File: config.mk
export PLATFORM = sky130hd
export DESIGN_NAME = sr_bank
export DESIGN_NICKNAME = d
export VERILOG_FILES = /design/src/rtl/sr_bank.sv
export SDC_FILE = /design/constraint.sdc
export NUM_CORES = 1
export LEC_CHECK = 0
export BUFFER_PORTS_ARGS = -buffer_cell sky130_fd_sc_hd__buf_2
export CAP_MARGIN = 10
export CORE_MARGIN = 2
export CORE_UTILIZATION = 50
export CTS_CLUSTER_DIAMETER = 150
export DETAILED_ROUTE_END_ITERATION = 7
export PLACE_DENSITY = 0.69
export SLEW_MARGIN = 30
export SYNTH_ARGS = -nofsm -noshare
export SYNTH_HDL_FRONTEND = slang
export SYNTH_SLANG_ARGS = --single-unit
File: constraint.sdc
create_clock -name clk -period 2.56 [get_ports clk]
set_clock_uncertainty 0.15 [all_clocks]
set_input_delay 0.512 -clock clk [delete_from_list [all_inputs] [get_ports clk]]
set_output_delay 0.512 -clock clk [all_outputs]
set_load 0.02 [all_outputs]
File: src/rtl/sr_bank.sv
// sr_bank: WIDTH independent, clocked set/reset flags with active-low request
// inputs, per-input glitch filtering, a selectable conflict policy, a
// synchronous global clear and registered change/conflict event pulses.
//
// Ports:
//   clk       rising-edge clock
//   rst_n     asynchronous active-low reset
//   n_set     [WIDTH] per-channel set request, active-low, level-sensitive
//   n_reset   [WIDTH] per-channel reset request, active-low, level-sensitive
//   clr       synchronous global clear, active-high, highest priority
//   q         [WIDTH] registered flag state
//   nq        [WIDTH] ~q, derived combinationally
//   changed   [WIDTH] one-cycle pulse per bit whose q changed at the last edge
//   conflict  [WIDTH] one-cycle pulse per bit where set and reset were both
//                     effective at the last edge

// ---------------------------------------------------------------------------
// sr_filt: one glitch filter. The raw input only becomes effective once it has
// been seen low on FILTER earlier consecutive edges, so a request must be held
// for FILTER+1 edges before it acts. Any high sample, or a clear, restarts it.
//   raw_n  active-low raw request
//   eff    request is effective at the coming edge
// ---------------------------------------------------------------------------
module sr_filt #(
  parameter int FILTER = 2,
  parameter int CW     = (FILTER < 1) ? 1 : $clog2(FILTER + 1)
) (
  input  logic clk,
  input  logic rst_n,
  input  logic clr,
  input  logic raw_n,
  output logic eff
);

  localparam logic [CW-1:0] FMAX = CW'(FILTER);

  logic [CW-1:0] cnt_q, cnt_d;

  always_comb begin
    cnt_d = '0;
    if (!clr && !raw_n) begin
      // saturate at FILTER so a long-held request stays effective
      cnt_d = (cnt_q == FMAX) ? cnt_q : cnt_q + 1'b1;
    end
  end

  always_ff @(posedge clk or negedge rst_n) begin
    if (!rst_n) cnt_q <= '0;
    else        cnt_q <= cnt_d;
  end

  assign eff = !raw_n && (cnt_q == FMAX);

endmodule

// ---------------------------------------------------------------------------
// sr_lane: one channel. Two filters feed the set/reset update rule; clr wins
// over everything and also drops that edge's conflict indication.
//   n_set/n_reset  raw active-low requests for this channel
//   q/nq           flag and its complement
//   changed        q moved at the last edge
//   conflict       both requests effective at the last edge
// ---------------------------------------------------------------------------
module sr_lane #(
  parameter int   FILTER  = 2,
  parameter int   MODE    = 0,
  parameter logic RESET_Q = 1'b0
) (
  input  logic clk,
  input  logic rst_n,
  input  logic clr,
  input  logic n_set,
  input  logic n_reset,
  output logic q,
  output logic nq,
  output logic changed,
  output logic conflict
);

  logic s_eff, r_eff;
  logic q_q, q_d;
  logic changed_q, changed_d;
  logic conflict_q, conflict_d;

  sr_filt #(.FILTER(FILTER)) u_filt_s (
    .clk   (clk),
    .rst_n (rst_n),
    .clr   (clr),
    .raw_n (n_set),
    .eff   (s_eff)
  );

  sr_filt #(.FILTER(FILTER)) u_filt_r (
    .clk   (clk),
    .rst_n (rst_n),
    .clr   (clr),
    .raw_n (n_reset),
    .eff   (r_eff)
  );

  always_comb begin
    q_d        = q_q;
    conflict_d = 1'b0;
    if (clr) begin
      q_d = RESET_Q;
    end else begin
      case ({s_eff, r_eff})
        2'b10: q_d = 1'b1;
        2'b01: q_d = 1'b0;
        2'b11: begin
          conflict_d = 1'b1;
          case (MODE)
            0:       q_d = 1'b0;   // reset-dominant
            1:       q_d = 1'b1;   // set-dominant
            2:       q_d = q_q;    // hold
            default: q_d = ~q_q;   // toggle
          endcase
        end
        default: q_d = q_q;
      endcase
    end
    changed_d = q_d ^ q_q;
  end

  always_ff @(posedge clk or negedge rst_n) begin
    if (!rst_n) begin
      q_q        <= RESET_Q;
      changed_q  <= 1'b0;
      conflict_q <= 1'b0;
    end else begin
      q_q        <= q_d;
      changed_q  <= changed_d;
      conflict_q <= conflict_d;
    end
  end

  assign q        = q_q;
  assign nq       = ~q_q;
  assign changed  = changed_q;
  assign conflict = conflict_q;

endmodule

// ---------------------------------------------------------------------------
// sr_bank: array of independent lanes sharing clock, reset and clear.
// ---------------------------------------------------------------------------
module sr_bank #(
  parameter int               WIDTH   = 8,
  parameter int               FILTER  = 2,
  parameter int               MODE    = 0,
  parameter logic [WIDTH-1:0] RESET_Q = {WIDTH{1'b0}}
) (
  input  logic             clk,
  input  logic             rst_n,
  input  logic [WIDTH-1:0] n_set,
  input  logic [WIDTH-1:0] n_reset,
  input  logic             clr,
  output logic [WIDTH-1:0] q,
  output logic [WIDTH-1:0] nq,
  output logic [WIDTH-1:0] changed,
  output logic [WIDTH-1:0] conflict
);

  for (genvar i = 0; i < WIDTH; i++) begin : g_lane
    sr_lane #(
      .FILTER  (FILTER),
      .MODE    (MODE),
      .RESET_Q (RESET_Q[i])
    ) u_lane (
      .clk      (clk),
      .rst_n    (rst_n),
      .clr      (clr),
      .n_set    (n_set[i]),
      .n_reset  (n_reset[i]),
      .q        (q[i]),
      .nq       (nq[i]),
      .changed  (changed[i]),
      .conflict (conflict[i])
    );
  end

endmodule

After elaboration in Yosys (flattened, before gate mapping) --
Index checks and enable logic that the tools add are counted.
Storage, ports and cells: memories kept 0, input bits 19, bits in writable memories 0, bits in read-only memories 0, bits in latches 0, output and inout port bits 32, bits in registers 56, word-level logic and storage cells 249
Cells by class: equality and inequality tests 56, $mul 0, shift operators 0, bitwise gates (word level) 16, div/mod/pow operators 0, reductions and logical operators 57, $lt $le $gt $ge 0, add/subtract/negate cells 16, multiplexer cells 64
Operators by type and width (count):
- == test 2 bit, second input constant | 32
- two-way mux 2 bit | 32
- adder 2 x 1 -> 2 bit, second input constant | 16
- logical AND 1 bit | 32
- != test 2 bit, second input constant | 16
- two-way mux 1 bit | 24
- zero test 1 bit | 17
- == test 2 x 1 -> 1 bit, second input constant | 8
- one-hot mux 1 bit (2 select lines) | 8
- OR reduction 2 bit | 8
- inverter 1 bit | 8
- bitwise XOR 1 bit | 8

Longest topological paths before layout --
depth after elaboration 7, mapped depth 5, depth with buffers taken out 5

Modules after synthesis --
A second synthesis with hierarchy kept.
Second synthesis, totals: cells, all modules 248, area, all modules 2652.5 um^2
By module, submodules not included:
- sr_filt | area each 108.9 um^2, cells an instance 10, sequential area each 50.0 um^2, instances 16
- sr_lane | area each 113.9 um^2, cells an instance 11, sequential area each 75.1 um^2, instances 8

Worst setup path after synthesis --
OpenSTA, ideal clock, no wires.
path kind register to register, start point reg g_lane[5].u_lane.u_filt_r.cnt_q[0], end point reg g_lane[5].u_lane.changed_q, data required time 2.283 ns, arrival 1.013 ns, clock period less this slack 1.290 ns, slack 1.270 ns, path buffers 0, cell stages (with the launch flop) 6, cells stage by stage dfrtp_1 inv_1 ha_1 and2b_1 o21ai_1 o31ai_2
Between the ends: cells in the longest elaborated chain, start to end 7, elaborated cells between the ends (all ways) 9
Ends and longest elaborated chain:
- start, declared | line 37 | logic [CW-1:0] cnt_q, cnt_d;
- start signal, assigned | line 49 | else cnt_q <= cnt_d;
- == test 2 bit * | line 52 | assign eff = !raw_n && (cnt_q == FMAX);
- logical AND 1 bit * | line 52
- == test 2 x 1 -> 1 bit / == test 2 bit (equally long branches) | line 107 | case ({s_eff, r_eff})
- OR reduction 2 bit (no line)
- one-hot mux 1 bit (2 select lines) * | line 107
- two-way mux 1 bit * | line 104 | if (clr) begin
- bitwise XOR 1 bit * | line 122 | changed_d = q_d ^ q_q;
- via g_lane[5].u_lane.changed_d | line 82 | logic changed_q, changed_d;
- end signal, assigned | line 132 | changed_q <= changed_d;
- end, declared | line 82
The timed path passes the listed nets; every way through them passes the cells marked *. A chain may end at the register's enable or synchronous reset.

Worst setup path after layout --
start point reg g_lane[4].u_lane.q_q, end point out nq[4]
Between the ends: cells in the longest elaborated chain, start to end 1
Ends and longest elaborated chain:
- start, declared | line 81 | logic q_q, q_d;
- start signal, assigned | line 131 | q_q <= q_d;
- inverter 1 bit
- end, declared | line 159 | output logic [WIDTH-1:0] nq,
No other way between the ends.

==> flow_summary.toml <==
[run_status]
status = "complete, no violations"

[grt]
grt_max_degree = 35
grt_pass1_wl_mm = 7.969
grt.total_usage_pct = 15.96
antenna_found_initial = 0
grt_pass1_vias = 1817
grt_overflow = 0

[power_and_ir_drop]
p_leak_uw = 0.001630
peakVddDrop_mv = 0.2950
power_switching_uw = 412.6
swShare_pct = 24.99
p_int_uw = 1239
p_seq_share_pct = 56.7
pwr-share-clk_pct = 30.8
p_per_area_nw_per_um2 = 542.0
combPwrFrac_pct = 12.5

[yosys]
syn_avg_cell_area_um2 = 10.20
synth_cells = 280
ys_ff_latch = 56
netlist_area_um2 = 2856
yosys_warnings = 0
ys_seq_area_share_pct = 49.06
synth_nets = 315
ys_types = 22

[critical_path]
cp_num_buf_inv = 2
r2r_slack_ps = 1160
r2r_start = "g_lane[7].u_lane.u_filt_r.cnt_q[0]"
end_kind = "output port"
path_class = "flop to output port"
required_ps = 1900
crit_slowest_cell = "dfrtp_1"
path_depth = 2
slowest_delay_ps = 410
worstPathCellList = "inv_1 -> buf_2"
r2r_end = "g_lane[7].u_lane.changed"
critical_path.startpoint = "g_lane[4].u_lane.q"
rr_worst_depth = 5
arrival_ps = 980
crit_family = "flip-flops"
cp-start-kind = "flop"
critPathMaxFanout = 3

[placed_design]
gp_congestion = 0.6848
dp_cells = 366
dpl.hpwl_mm = 3.279
portBuffers = 50

[cells_and_area]
antennaDiodeCount = 0
area_delta_synth_final_pct = 6.658
finalNonFillerCells = 373
multiInputGateArea_um2 = 1049
regArea_um2 = 1401
finalNetCount = 336
drive_gt1_share_pct = 22.26
fillers = 483

[flow_run]
cap_violations = 0

[die]
core_area_um2 = 5507
ios = 51
die_x_um = 79.59
initial_core_util_pct = 51.87
die-area_um2 = 6334
rows = 27
die_y_um = 79.59

[timing]
setup-tns-final_ps = 0
final_hold_viol_count = 0
fin_hold_ws_ps = 22.09
fin_crit_sh_pct = 64.13
tightest_slew_ps = 613.9
setup_viol = 0
max_freq_mhz = 609.1
maxSlewViolCount = 0
slew-limit-headroom_pct = 59.07
period_minus_slack_ps = 1642
rsz0062_at_grt = "no"

[clock_tree]
clk_latency_ps = 310
cts_buffers = 5
htreeDepth = 2
path_clk_slew_ps = 90
cts.sinks = 56
cts.repair.resized = 0
postCtsSetupBuffers = 0
cts_root_buf = "clkbuf_8"
cts-hold-fix-buffers = 0
cts_max_path_buffers = 2
cts_tree = "done"

[route]
drtAntennaViolNets = 0
avgRoutedWirePerCell_um = 11.83
routed-via-count = 1808
dr.pass1.iters = 4
drc = 0
drtIter0Drc = 77
vias_per_cell = 4.847
finalWirelength_mm = 4.414

[hold_path]
hold_class = "input port to asynchronous set/reset pin"
through the flow:
stage | cell area (um2) | utilization (%) | setup WS (ps) | total power [uW]
2_1_floorplan | 2856 | - | 1270 | 1101
3_3_place_gp | 2950 | 53.58 | 861.8 | 1153
3_5_place_dp | 2950 | 53.58 | 839.0 | 1163
4_1_cts | 3047 | 55.33 | 905.3 | 1675
5_1_grt | 3047 | 55.33 | 856.6 | 1742
6_report | 3047 | 55.33 | 918.3 | 1651
worst max path at each step:
stage                               end  slack, ps
2_1_floorplan  g_lane[5].u_lane.changed       1270
3_3_place_gp   g_lane[2].u_lane.changed        860
3_5_place_dp   g_lane[1].u_lane.changed        840
4_1_cts                           nq[2]        910
5_1_grt                           nq[1]        860
6_report                          nq[4]        920
Yosys cell counts, drive strengths merged:
master | instances | area share [%]
mux2i | 6 | 2.1
o21a | 6 | 1.6
dfrtp | 56 | 49
o21ai | 2 | 0.35
nor3 | 41 | 7.5
o31ai | 2 | 0.88
nor2 | 17 | 2.2
nand3 | 2 | 0.35
ha | 16 | 7.0
xor2 | 16 | 4.9
and3 | 1 | 0.22
buf | 38 | 10
inv | 32 | 4.2
and2b | 7 | 1.8
nor2b | 1 | 0.22
nand2 | 13 | 1.7
a21oi | 24 | 5.8
registers in the layout (all words and copies together), names as in the netlist:
name / flops
g_lane.u_lane.conflict: 8
g_lane.u_lane.q: 8
g_lane.u_lane.u_filt_s.cnt_q: 16
g_lane.u_lane.changed: 8
g_lane.u_lane.u_filt_r.cnt_q: 16
final cells by class:
class                      count  area share (%)
sequential                    56           46.00
clock buffer                   7           3.162
tap                           72           2.957
inverter                      32           3.943
multi-input combinational    154           34.41
timing repair buffer          52           9.528
cell families (layout without fill, tap and decap cells):
logic type / Yosys count / count (layout) / share of synthesized area (%)
adder cells (fa/ha/maj): 16 / 16 / 7.008
XOR/XNOR: 16 / 16 / 4.906
flip-flops: 56 / 56 / 49.06
buffers and inverters: 70 / 91 / 14.24
AO/OA/AOI/OAI: 34 / 34 / 8.585
AND/OR/NAND/NOR: 82 / 82 / 14.10
multiplexers: 6 / 6 / 2.103
power groups by stage:
stage / logic [uW] / registers, uW / clock network, uW
floorplan: 151 / 949 / 0
finish: 206 / 936 / 509
CTS: 211 / 936 / 528
global placement: 202 / 951 / 0
detailed placement: 210 / 953 / 0
global route: 237 / 941 / 564
cell usage in the layout (no fill, tap or decap), drive strengths merged:
| master | count |
|---|---|
| a21oi | 24 |
| and2b | 7 |
| and3 | 1 |
| buf | 52 |
| clkbuf | 7 |
| dfrtp | 56 |
| ha | 16 |
| inv | 32 |
| mux2i | 6 |
| nand2 | 13 |
| nand3 | 2 |
| nor2 | 17 |
| nor2b | 1 |
| nor3 | 41 |
| o21a | 6 |
| o21ai | 2 |
| o31ai | 2 |
| xor2 | 16 |
per-layer routing:
| layer | global-route usage (%) | up-vias | part of all wire (%) |
|---|---|---|---|
| met2 | 26.05 | 36 | 47 |
| met4 | 4.655 | 0 | 1.2 |
| met3 | 4.638 | 5 | 5.3 |
| met1 | 20.64 | 839 | 47 |
| met5 | 0 | - | 0 |
| li1 | - | 928 | - |
No activity file was read; power rests on OpenSTA's default activity.
